<file path="src/rtl/ultrasonic_scan_n_pkg.sv">
// Shared definitions for the multi-channel ultrasonic ranging controller.
// Holds the FSM state encoding, the echo-time-per-cm constant and a small
// helper used to size counters from the timing parameters.
package ultrasonic_scan_n_pkg;

    typedef enum logic [2:0] {
        S_IDLE    = 3'd0,
        S_GAP     = 3'd1,
        S_TRIG    = 3'd2,
        S_WAIT_HI = 3'd3,
        S_MEASURE = 3'd4,
        S_DONE    = 3'd5,
        S_TOUT    = 3'd6,
        S_NEXT    = 3'd7
    } scan_state_e;

    // Round-trip echo time for one centimetre of range.
    localparam int US_PER_CM = 58;

    localparam int CH_ID_W = 3;
    localparam int MAX_CH  = 8;

    function automatic int max_int(input int a, input int b);
        return (a > b) ? a : b;
    endfunction

endpackage

</file>
<file path="src/rtl/ultrasonic_scan_n_us_cm_counter.sv">
// Timebase for the ranging controller.
//   clk, reset_n : system clock, async active-low reset
//   clear        : zero the us counter and the cm counter (wins over counting)
//   count_en     : accumulate echo time into cm
//   tick         : one-cycle pulse every CLK_HZ/1e6 clocks (free running)
//   us_cnt       : ticks since the last clear, saturating
//   cm           : completed 58-tick periods while count_en, saturating
module us_cm_counter
    import ultrasonic_scan_n_pkg::*;
#(
    parameter int CLK_HZ = 100_000_000,
    parameter int US_W   = 16,
    parameter int DIST_W = 12
) (
    input  logic              clk,
    input  logic              reset_n,
    input  logic              clear,
    input  logic              count_en,
    output logic              tick,
    output logic [US_W-1:0]   us_cnt,
    output logic [DIST_W-1:0] cm
);

    localparam int DIV   = max_int(CLK_HZ / 1_000_000, 1);
    localparam int DIV_W = max_int($clog2(DIV), 1);
    localparam int SUB_W = $clog2(US_PER_CM);

    logic [DIV_W-1:0]  div_q, div_d;
    logic [US_W-1:0]   us_q, us_d;
    logic [SUB_W-1:0]  sub_q, sub_d;
    logic [DIST_W-1:0] cm_q, cm_d;

    always_comb begin
        tick  = (div_q == '0);
        div_d = tick ? DIV_W'(DIV - 1) : div_q - DIV_W'(1);
        us_d  = us_q;
        sub_d = sub_q;
        cm_d  = cm_q;
        if (clear) begin
            us_d  = '0;
            sub_d = SUB_W'(US_PER_CM - 1);
            cm_d  = '0;
        end else if (tick) begin
            if (us_q != '1) begin
                us_d = us_q + US_W'(1);
            end
            // sub_q is a down-counter; its terminal count marks the 58th tick.
            if (count_en) begin
                if (sub_q == '0) begin
                    sub_d = SUB_W'(US_PER_CM - 1);
                    if (cm_q != '1) begin
                        cm_d = cm_q + DIST_W'(1);
                    end
                end else begin
                    sub_d = sub_q - SUB_W'(1);
                end
            end
        end
    end

    always_ff @(posedge clk or negedge reset_n) begin
        if (!reset_n) begin
            div_q <= DIV_W'(DIV - 1);
            us_q  <= '0;
            sub_q <= SUB_W'(US_PER_CM - 1);
            cm_q  <= '0;
        end else begin
            div_q <= div_d;
            us_q  <= us_d;
            sub_q <= sub_d;
            cm_q  <= cm_d;
        end
    end

    assign us_cnt = us_q;
    assign cm     = cm_q;

endmodule

</file>
<file path="src/rtl/ultrasonic_scan_n.sv">
// Round-robin HC-SR04 ranging controller for N_CH sensors.
//   clk, reset_n : system clock, async active-low reset
//   enable       : 1 = scan, 0 = abort and park in IDLE
//   echo         : raw echo pins (asynchronous)
//   trigger      : trigger pins, one-hot or zero
//   distance     : per-channel range in cm, channel k at [k*DIST_W +: DIST_W]
//   timeout      : sticky per-channel flag, last attempt timed out
//   valid        : one-cycle strobe, channel ch_id finished
//   ch_id        : channel currently or last serviced
//   state_dbg    : FSM state
//
// state   | meaning
// IDLE    | parked, waiting for enable
// GAP     | quiet time before the selected channel fires
// TRIG    | trigger pin of ch_id high for TRIG_US
// WAIT_HI | waiting for the echo of ch_id to rise
// MEASURE | echo high, accumulating cm
// DONE    | publish distance, clear timeout flag, strobe valid
// TOUT    | keep distance, set timeout flag, strobe valid
// NEXT    | advance ch_id with wrap
module ultrasonic_scan_n
    import ultrasonic_scan_n_pkg::*;
#(
    parameter int CLK_HZ     = 100_000_000,
    parameter int N_CH       = 4,
    parameter int DIST_W     = 12,
    parameter int TRIG_US    = 10,
    parameter int GAP_US     = 60_000,
    parameter int TIMEOUT_US = 30_000
) (
    input  logic                     clk,
    input  logic                     reset_n,
    input  logic                     enable,
    input  logic [N_CH-1:0]          echo,
    output logic [N_CH-1:0]          trigger,
    output logic [N_CH*DIST_W-1:0]   distance,
    output logic [N_CH-1:0]          timeout,
    output logic                     valid,
    output logic [CH_ID_W-1:0]       ch_id,
    output logic [2:0]               state_dbg
);

    localparam int US_MAX = max_int(max_int(GAP_US, TRIG_US), TIMEOUT_US);
    localparam int US_W   = $clog2(US_MAX + 1);

    logic [N_CH-1:0] echo_meta_q, echo_sync_q, echo_prev_q;
    logic [MAX_CH-1:0] rise_pad, fall_pad;
    logic rise_sel, fall_sel;

    logic              tick;
    logic [US_W-1:0]   us_cnt;
    logic [DIST_W-1:0] cm;
    logic              cnt_clear;
    logic              cnt_en;
    logic              gap_done, trig_done, tout_done;

    scan_state_e               state_q, state_d;
    logic [CH_ID_W-1:0]        ch_id_q, ch_id_d;
    logic [N_CH-1:0]           trigger_q, trigger_d;
    logic [N_CH*DIST_W-1:0]    distance_q, distance_d;
    logic [N_CH-1:0]           timeout_q, timeout_d;
    logic                      valid_q, valid_d;

    // Two-flop synchroniser plus one more stage for edge detection; an edge
    // on the pin acts on the FSM three clocks later.
    always_ff @(posedge clk or negedge reset_n) begin
        if (!reset_n) begin
            echo_meta_q <= '0;
            echo_sync_q <= '0;
            echo_prev_q <= '0;
        end else begin
            echo_meta_q <= echo;
            echo_sync_q <= echo_meta_q;
            echo_prev_q <= echo_sync_q;
        end
    end

    // Widen to the full ch_id range so the mux index never exceeds the vector.
    always_comb begin
        rise_pad = '0;
        fall_pad = '0;
        for (int i = 0; i < N_CH; i++) begin
            rise_pad[i] = echo_sync_q[i] & ~echo_prev_q[i];
            fall_pad[i] = ~echo_sync_q[i] & echo_prev_q[i];
        end
        rise_sel = rise_pad[ch_id_q];
        fall_sel = fall_pad[ch_id_q];
    end

    us_cm_counter #(
        .CLK_HZ (CLK_HZ),
        .US_W   (US_W),
        .DIST_W (DIST_W)
    ) u_cnt (
        .clk      (clk),
        .reset_n  (reset_n),
        .clear    (cnt_clear),
        .count_en (cnt_en),
        .tick     (tick),
        .us_cnt   (us_cnt),
        .cm       (cm)
    );

    // Expiry fires on the tick that completes the interval.
    assign gap_done  = tick && (us_cnt == US_W'(GAP_US - 1));
    assign trig_done = tick && (us_cnt == US_W'(TRIG_US - 1));
    assign tout_done = tick && (us_cnt == US_W'(TIMEOUT_US - 1));
    assign cnt_en    = (state_q == S_MEASURE);

    always_comb begin
        state_d    = state_q;
        ch_id_d    = ch_id_q;
        distance_d = distance_q;
        timeout_d  = timeout_q;
        valid_d    = 1'b0;
        if (!enable) begin
            state_d = S_IDLE;
        end else begin
            case (state_q)
                S_IDLE:    state_d = S_GAP;
                S_GAP:     if (gap_done) state_d = S_TRIG;
                S_TRIG:    if (trig_done) state_d = S_WAIT_HI;
                S_WAIT_HI: begin
                    if (rise_sel) state_d = S_MEASURE;
                    else if (tout_done) state_d = S_TOUT;
                end
                S_MEASURE: begin
                    if (fall_sel) state_d = S_DONE;
                    else if (tout_done) state_d = S_TOUT;
                end
                S_DONE: begin
                    for (int i = 0; i < N_CH; i++) begin
                        if (CH_ID_W'(i) == ch_id_q) begin
                            distance_d[i*DIST_W +: DIST_W] = cm;
                            timeout_d[i] = 1'b0;
                        end
                    end
                    valid_d = 1'b1;
                    state_d = S_NEXT;
                end
                S_TOUT: begin
                    for (int i = 0; i < N_CH; i++) begin
                        if (CH_ID_W'(i) == ch_id_q) timeout_d[i] = 1'b1;
                    end
                    valid_d = 1'b1;
                    state_d = S_NEXT;
                end
                S_NEXT: begin
                    ch_id_d = (ch_id_q == CH_ID_W'(N_CH - 1)) ? '0 : ch_id_q + CH_ID_W'(1);
                    state_d = S_GAP;
                end
                default:   state_d = S_IDLE;
            endcase
        end

        trigger_d = '0;
        if (state_d == S_TRIG) begin
            for (int i = 0; i < N_CH; i++) begin
                if (CH_ID_W'(i) == ch_id_q) trigger_d[i] = 1'b1;
            end
        end

        // Counters restart on entry to every timed state; DONE must still see cm.
        cnt_clear = (state_d != state_q) &&
                    (state_d inside {S_GAP, S_TRIG, S_WAIT_HI, S_MEASURE});
    end

    always_ff @(posedge clk or negedge reset_n) begin
        if (!reset_n) begin
            state_q    <= S_IDLE;
            ch_id_q    <= '0;
            trigger_q  <= '0;
            distance_q <= '0;
            timeout_q  <= '0;
            valid_q    <= 1'b0;
        end else begin
            state_q    <= state_d;
            ch_id_q    <= ch_id_d;
            trigger_q  <= trigger_d;
            distance_q <= distance_d;
            timeout_q  <= timeout_d;
            valid_q    <= valid_d;
        end
    end

    assign trigger   = trigger_q;
    assign distance  = distance_q;
    assign timeout   = timeout_q;
    assign valid     = valid_q;
    assign ch_id     = ch_id_q;
    assign state_dbg = state_q;

endmodule

</file>
<file path="config.mk">
export PLATFORM = sky130hd
export DESIGN_NAME = ultrasonic_scan_n
export DESIGN_NICKNAME = d
export VERILOG_FILES = /design/src/rtl/ultrasonic_scan_n_pkg.sv /design/src/rtl/ultrasonic_scan_n_us_cm_counter.sv /design/src/rtl/ultrasonic_scan_n.sv
export SDC_FILE = /design/constraint.sdc
export NUM_CORES = 1
export LEC_CHECK = 0
export CAP_MARGIN = 40
export CORE_AREA = 4 4 122 124
export DETAILED_ROUTE_END_ITERATION = 12
export DIE_AREA = 0 0 126 128
export PLACE_DENSITY = 0.65
export SKIP_LAST_GASP = 1
export SLEW_MARGIN = 10
export SYNTH_ARGS = -nofsm -noshare
export SYNTH_HDL_FRONTEND = slang
export SYNTH_SLANG_ARGS = --single-unit
export TNS_END_PERCENT = 5
</file>
<file path="constraint.sdc">
create_clock -name clk -period 4.4 [get_ports clk]
set_input_delay 0.88 -clock clk [delete_from_list [all_inputs] [get_ports clk]]
set_output_delay 0.88 -clock clk [all_outputs]
set_load 0.02 [all_outputs]
</file>
==> results by group, run 1 <==
Status
  • Status: finished clean

Timing
  • Fin crit period: 3100 ps
  • Slew HR: 0.505
  • Final slew viol count: 0
  • Tcrit/Tclk final: 0.705
  • Fmax: ~320 MHz
  • Clk_skew: roughly 11 ps
  • Final setup violation count: 0
  • Worst Max-Slew Pin Slew: 742 ps
  • Sum Neg Setup Slack: 0 ps
  • Fin. Hold Viols: 0
  • RSZ-0062 raised after global routing: no

Critical path
  • Worst-path fanout max: 34
  • Worst Path Arrival: ~3400 ps
  • CP Capture Type: flop
  • Crit path largest cell delay: roughly 520 ps
  • R2r startpoint: u_cnt.div_q[0]
  • Beginning of the critical path: u_cnt.div_q[0]
  • Critical-path top delay cell: or4b_4
  • Worst setup SP type: flop
  • Critical path class: flop to flop
  • Critical-path cell list: inv_1 > ha_1 > or4b_4 > nor3_2 > nand4_1 > o221ai_1 > o311a_1 > a211oi_1 > nor3b_4 > buf_4 > o31ai_1
  • WP data required: roughly 4700 ps

Logic synthesis
  • Avg Cell Area, Syn: around 12 um2
  • Post-synth EDFFs: 0
  • Synth cell types: 52
  • Mapped Nets: roughly 460
  • Synth Area in Compound Gates: 0.0583
  • Cells after Synth: ~440
  • Synth Register Bits: ~120
  • Synth warnings: 0
  • Post-Synth Adder-Cell Area: 0.0244
  • Ys flop type: dfrtp_1
  • Async S/R FF share, synth: 1.00
  • XOR/XNOR share of the synthesized area: 0.0496
  • Sequential area share after synthesis: 0.568
  • Main combinational cell family by area after synthesis: simple AND/OR/NAND/NOR gates
  • Post-Synth Simple-Gate Area: 0.161
  • Post-synthesis mux area share: 0.112
  • Synth Cell Area: approximately 5100 um2

Routing
  • Drt initial violations: roughly 270
  • Vias: between 3000 and 4000
  • Post-route ant nets: 0
  • 1st-pass router iterations: 4
  • Vias per cell: approximately 5.0
  • Final WL: approximately 11000 um
  • Residual DRC: 0
  • Drt wl/cell: 15.5 um

Layout
  • Area grow syn2layout: 30.9%
  • Ratio of cells with drive above 1 in the final layout: 0.199
  • Nets: 537
  • N_diodes: 0
  • Fin cells: about 710

GRT
  • Largest net degree at the start of global routing: 62
  • Initial antenna violation count: 0
  • First-pass GRT wire length: roughly 19000 um
  • Met1 Track Usage GR: 0.192
  • M2 GR Usage: 0.227
  • Met3 GRT Util: 0.0496
  • Overall Global Routing Usage: 0.146
  • Vias in the first global route: about 3800
  • Busiest grt layer: met2
  • Remaining Overflow, GRT: 0

Clock tree
  • Hold_buf cts: 0
  • Root Buffer: clkbuf_16
  • Clk sink count: about 120
  • H-tree depth: 4
  • Post-CTS sizing: 0
  • CTS tree: yes
  • Clk_lat worst skew: ~400 ps
  • Worst-path clk slew: about 50 ps
  • TritonCTS buffer count: 17
  • Post-CTS Setup Inserts: 0
  • CTS Buffer Depth: 2

Run
  • Max-cap viol count: 0

Floorplanning
  • Total core area: roughly 14000 um2
  • Chip Width: roughly 130 um
  • Die Height: roughly 130 um
  • Die area: around 16000 um2
  • Initial Utilization: 0.372
  • FP Rows: 43
  • # IOs: 70

Placed design
  • Dpl cells: 681
  • PortBufs: 69
  • GPL Wtd Cong: ~0.85
  • DP Wirelength: around 7500 um

Power and ir drop
  • P per Cell Area: between 400 and 500 nW/um2
  • Max VDD drop: roughly 0.26 mV
  • Leak pwr: around 0.0030 uW

Hold path
  • Worst hold path class: flop to flop
  • Hold_sp: echo_meta_q[0]
[cells by family (layout without fill, tap and decap cells)]
| kind of cell | count (synthesis) | in the layout |
|---|---|---|
| mux | 50 | 50 |
| xor+xnor | 29 | 29 |
| simple gates | 158 | 158 |
| flops | 116 | 116 |
| fa+ha+maj | 10 | 10 |
| buf+inv | 34 | 125 |
| compound gates | 45 | 45 |
[where the power goes]
group | internal (uW) | switching (uW)
registers | 1080 | 9.73
logic | 22.7 | 49.0
clock network | 1120 | 455
[sequential cells by signal, indices dropped and copies added (netlist names)]
name and flops:
echo_meta_q 4, distance 48, trigger 4, valid 1, state_dbg 3, echo_sync_q 4
u_cnt.cm 12, echo_prev_q 4, timeout 4, u_cnt.sub_q 6, u_cnt.div_q 7, u_cnt.us_cnt 16
ch_id 3
[routing by layer]
layer,routed length [um],vias up,share of wire
li1,-,1710,-
met5,0,-,0
met4,177,0,0.016
met3,623,17,0.056
met1,4980,1785,0.45
met2,5270,87,0.48
[placed cells by master, fill, tap and decap left out, types with 3 or more instances in the layout]
master / instances
a211oi_1: 3
a21oi_1: 6
a31oi_1: 7
and3_1: 9
buf_4: 8
bufinv_16: 6
clkbuf_1: 3
clkbuf_16: 17
clkbuf_8: 4
clkdlybuf4s50_1: 68
dfrtp_1: 108
dfstp_2: 8
ha_1: 10
inv_1: 16
mux2_2: 48
nand2_1: 22
nand2b_1: 6
nand3_1: 13
nand3b_1: 4
nand4_1: 10
nor2_1: 61
nor3_1: 7
nor4_1: 5
o21ai_0: 13
o31a_1: 4
or2_2: 3
xnor2_1: 17
xor2_1: 12
[worst paths after layout]
kind	depth (start not counted)	endpoint	slack [ps]
max	11	u_cnt.sub_q[1]	1300
min	0	echo_sync_q[0]	340
max reg2reg	11	u_cnt.sub_q[1]	1300
min reg2reg	0	echo_sync_q[0]	340
max in group asynchronous	2	u_cnt.div_q[1]	2960
min in group asynchronous	1	distance[45]	550
[layout make-up]
class                   instances  area (um2)
repair buffers                 76         741
inverters                      17        63.8
clock inverters                 8         194
well taps                     180         225
fillers                      1207        7060
clock buffers                  24         492
flip-flops and latches        116        2910
multi-input cells             292        2080
[through the flow]
stage	hold WS, ps	util	area (um2)	setup slack, ps	power (uW)
after floorplan	331	-	5120	1640	1130
final	344	0.487	6710	1300	2730
after global routing	345	0.487	6710	1060	2830
after detailed placement	336	0.437	6020	1250	1180
after global placement	331	0.437	6020	1380	1180
after CTS	345	0.487	6710	1270	2770
[worst max-delay path, delay by kind of cell (launching register included)]
family	cells	cell delay (ps)
and+or+nand+nor	4	1260
buffers and inverters	2	410
adders and majority gates	1	190
DFF	1	370
AOI/OAI and AO/OA	4	730
[synth_stat cells (2+ instances only)]
master,number,share of area
a21oi_1,6,0.0059
o31ai_1,2,0.0029
nor4_1,5,0.0061
o21ai_0,13,0.013
nor2_1,61,0.045
xor2_1,12,0.021
nand2_1,22,0.016
and4_1,2,0.0034
nor3_1,7,0.0068
nand3b_1,4,0.0059
mux2_2,48,0.11
or3_1,2,0.0024
nor3_2,2,0.0039
a211oi_1,3,0.0044
dfrtp_1,108,0.53
inv_1,16,0.012
xnor2_1,17,0.029
ha_1,10,0.024
buf_2,4,0.0039
dfstp_2,8,0.041
nor2b_1,2,0.0024
o31a_1,4,0.0068
nand2b_1,6,0.0073
or2_2,3,0.0037
and3_1,9,0.011
nand4_1,10,0.012
nand3_1,13,0.013
clkbuf_1,12,0.0088
a311oi_1,2,0.0034
a31oi_1,7,0.0085
Note: power is estimated with default switching activity, not from simulation.
==> run 2: changes to the inputs <==
Clock period 4.4 ns to 2.95 ns, I/O delays scaled along.
==> run 2 against run 1 <==
Sequential power grew 49%. Die area stayed put. Critical path depth grew 1. Setup slack worse by 1200 ps.
==> results by group, run 2 (synthesis results as in run 1) <==
Status
  • Status: finished clean

GRT
  • Initial antenna violation count: 0
  • Remaining Overflow, GRT: 0
  • Vias in the first global route: between 3000 and 4000
  • First-pass GRT wire length: ~19000 um
  • Largest net degree at the start of global routing: 73
  • Overall Global Routing Usage: 0.147

Routing
  • Vias: ~3700
  • Post-route ant nets: 0
  • Drt wl/cell: 15.9 um
  • Drt initial violations: roughly 260
  • Residual DRC: 0
  • Vias per cell: between 5 and 6
  • 1st-pass router iterations: 4
  • Final WL: roughly 12000 um

Timing
  • RSZ-0062 raised after global routing: yes
  • Fin crit period: between 2000 and 3000 ps
  • Fin. Hold Viols: 0
  • Slew HR: 0.602
  • Worst Max-Slew Pin Slew: a little under 600 ps
  • Clk_skew: around 9.1 ps
  • Final setup violation count: 0
  • Tcrit/Tclk final: 0.963
  • Final slew viol count: 0
  • WHS: between 150 and 200 ps
  • Fmax: about 350 MHz
  • Sum Neg Setup Slack: 0 ps

Critical path
  • WP data required: 3250 ps
  • CP Capture Type: flop
  • Worst-path fanout max: 17
  • R2r startpoint: u_cnt.div_q[0]
  • Critical path class: flop to flop
  • R2R depth: 12
  • Worst Path Arrival: about 3100 ps
  • Reg2reg end: u_cnt.us_cnt[1]
  • Reg2reg setup slack: approximately 110 ps
  • Worst setup SP type: flop

Clock tree
  • Clk_lat worst skew: about 400 ps
  • Worst-path clk slew: roughly 60 ps
  • TritonCTS buffer count: 17
  • Clk sink count: roughly 120
  • CTS tree: yes
  • Hold_buf cts: 0
  • H-tree depth: 4
  • Root Buffer: clkbuf_16
  • CTS Buffer Depth: 2

Floorplanning
  • Initial Utilization: 0.372
  • FP Rows: 43
  • # IOs: 70
  • Die Height: about 130 um
  • Die area: 16100 um2
  • Chip Width: roughly 130 um
  • Total core area: 13800 um2

Layout
  • N_diodes: 0
  • Nets: ~550
  • Area grow syn2layout: 32.4%
  • Commonest non-fill, non-tap cell in the layout: dfrtp_1
  • Max reg flops: 48
  • Most frequent cells in the layout: dfrtp_1, clkdlybuf4s50_1, nor2_1, mux2_2, nand2_1
  • Ratio of cells with drive above 1 in the final layout: 0.235
  • Fillers: 1243

Run
  • Max-cap viol count: 0

Placed design
  • DP Wirelength: around 7500 um
  • PortBufs: slightly below 70
  • GPL Wtd Cong: between 0.8 and 0.9

Power and ir drop
  • P per Cell Area: approximately 550 nW/um2
  • Leak pwr: 0.00299 uW
  • Max VDD drop: roughly 0.52 mV

Hold path
  • Worst hold path class: primary input to asynchronous set/reset pin
[run 2: area by class of cell]
class                           instances  area (um2)  area share
Sequential cell                       116        2910       0.429
Clock inverter                         14         139      0.0205
Tap cell                              180         225      0.0332
Clock buffer                           18         429      0.0632
Inverter                               17        63.8     0.00940
Timing Repair Buffer                   91         900       0.133
Multi-Input combinational cell        292        2120       0.312
[run 2: worst max-delay path: stages, from the launching register on]
cell,delay [ps]
dfstp_2,540
inv_1,50
ha_2,200
or4b_4,240
nor3_4,40
and3_1,150
or2_2,280
o311a_1,390
a211oi_2,270
nor3b_4,70
buf_4,140
buf_12,140
a211oi_1,210
[run 2: power by group]
group | internal [uW] | total, uW | leakage, uW | switching, uW
combinational | 56.1 | 144 | 0.00120 | 87.5
sequential | 1600 | 1620 | 0.00153 | 11.8
clock | 1230 | 1960 | 0.000263 | 724
total | 2890 | 3720 | 0.00299 | 824
[run 2: worst max path at each step]
stage | cells after the start | end | start
finish | 12 | u_cnt.us_cnt[1] | u_cnt.div_q[0]
global route | 13 | u_cnt.sub_q[4] | u_cnt.div_q[0]
CTS | 11 | u_cnt.us_cnt[12] | u_cnt.div_q[0]
detailed placement | 11 | u_cnt.sub_q[2] | u_cnt.div_q[0]
global placement | 11 | u_cnt.sub_q[5] | u_cnt.div_q[0]
floorplan | 12 | u_cnt.us_cnt[15] | u_cnt.div_q[0]
[run 2: through the flow]
step                setup WS (ps)   util  power [uW]  instances  cell area [um2]
floorplan                     192      -        1690        442             5120
CTS                          60.3  0.487        3740        724             6710
detailed placement           26.2  0.445        1770        692             6130
finish                        109  0.493        3720        728             6790
global route                -43.1  0.493        3860        728             6790
global placement              101  0.445        1760        692             6130
[run 2: routing by layer]
metal	part of all wire	up-vias	track usage
met5	0	-	0
met4	0.016	0	0.0429
met3	0.056	18	0.0529
met2	0.46	121	0.223
met1	0.46	1858	0.198
li1	-	1742	-
[run 2: repair_timing]
| action | 4_1_cts | 5_1_grt |
|---|---|---|
| endpoints found under the setup margin | 1 | 34 |
| resized for setup | 1 | 6 |
| gates cloned | 0 | 2 |
| buffers inserted | 0 | 2 |
| pin swaps | 0 | 4 |
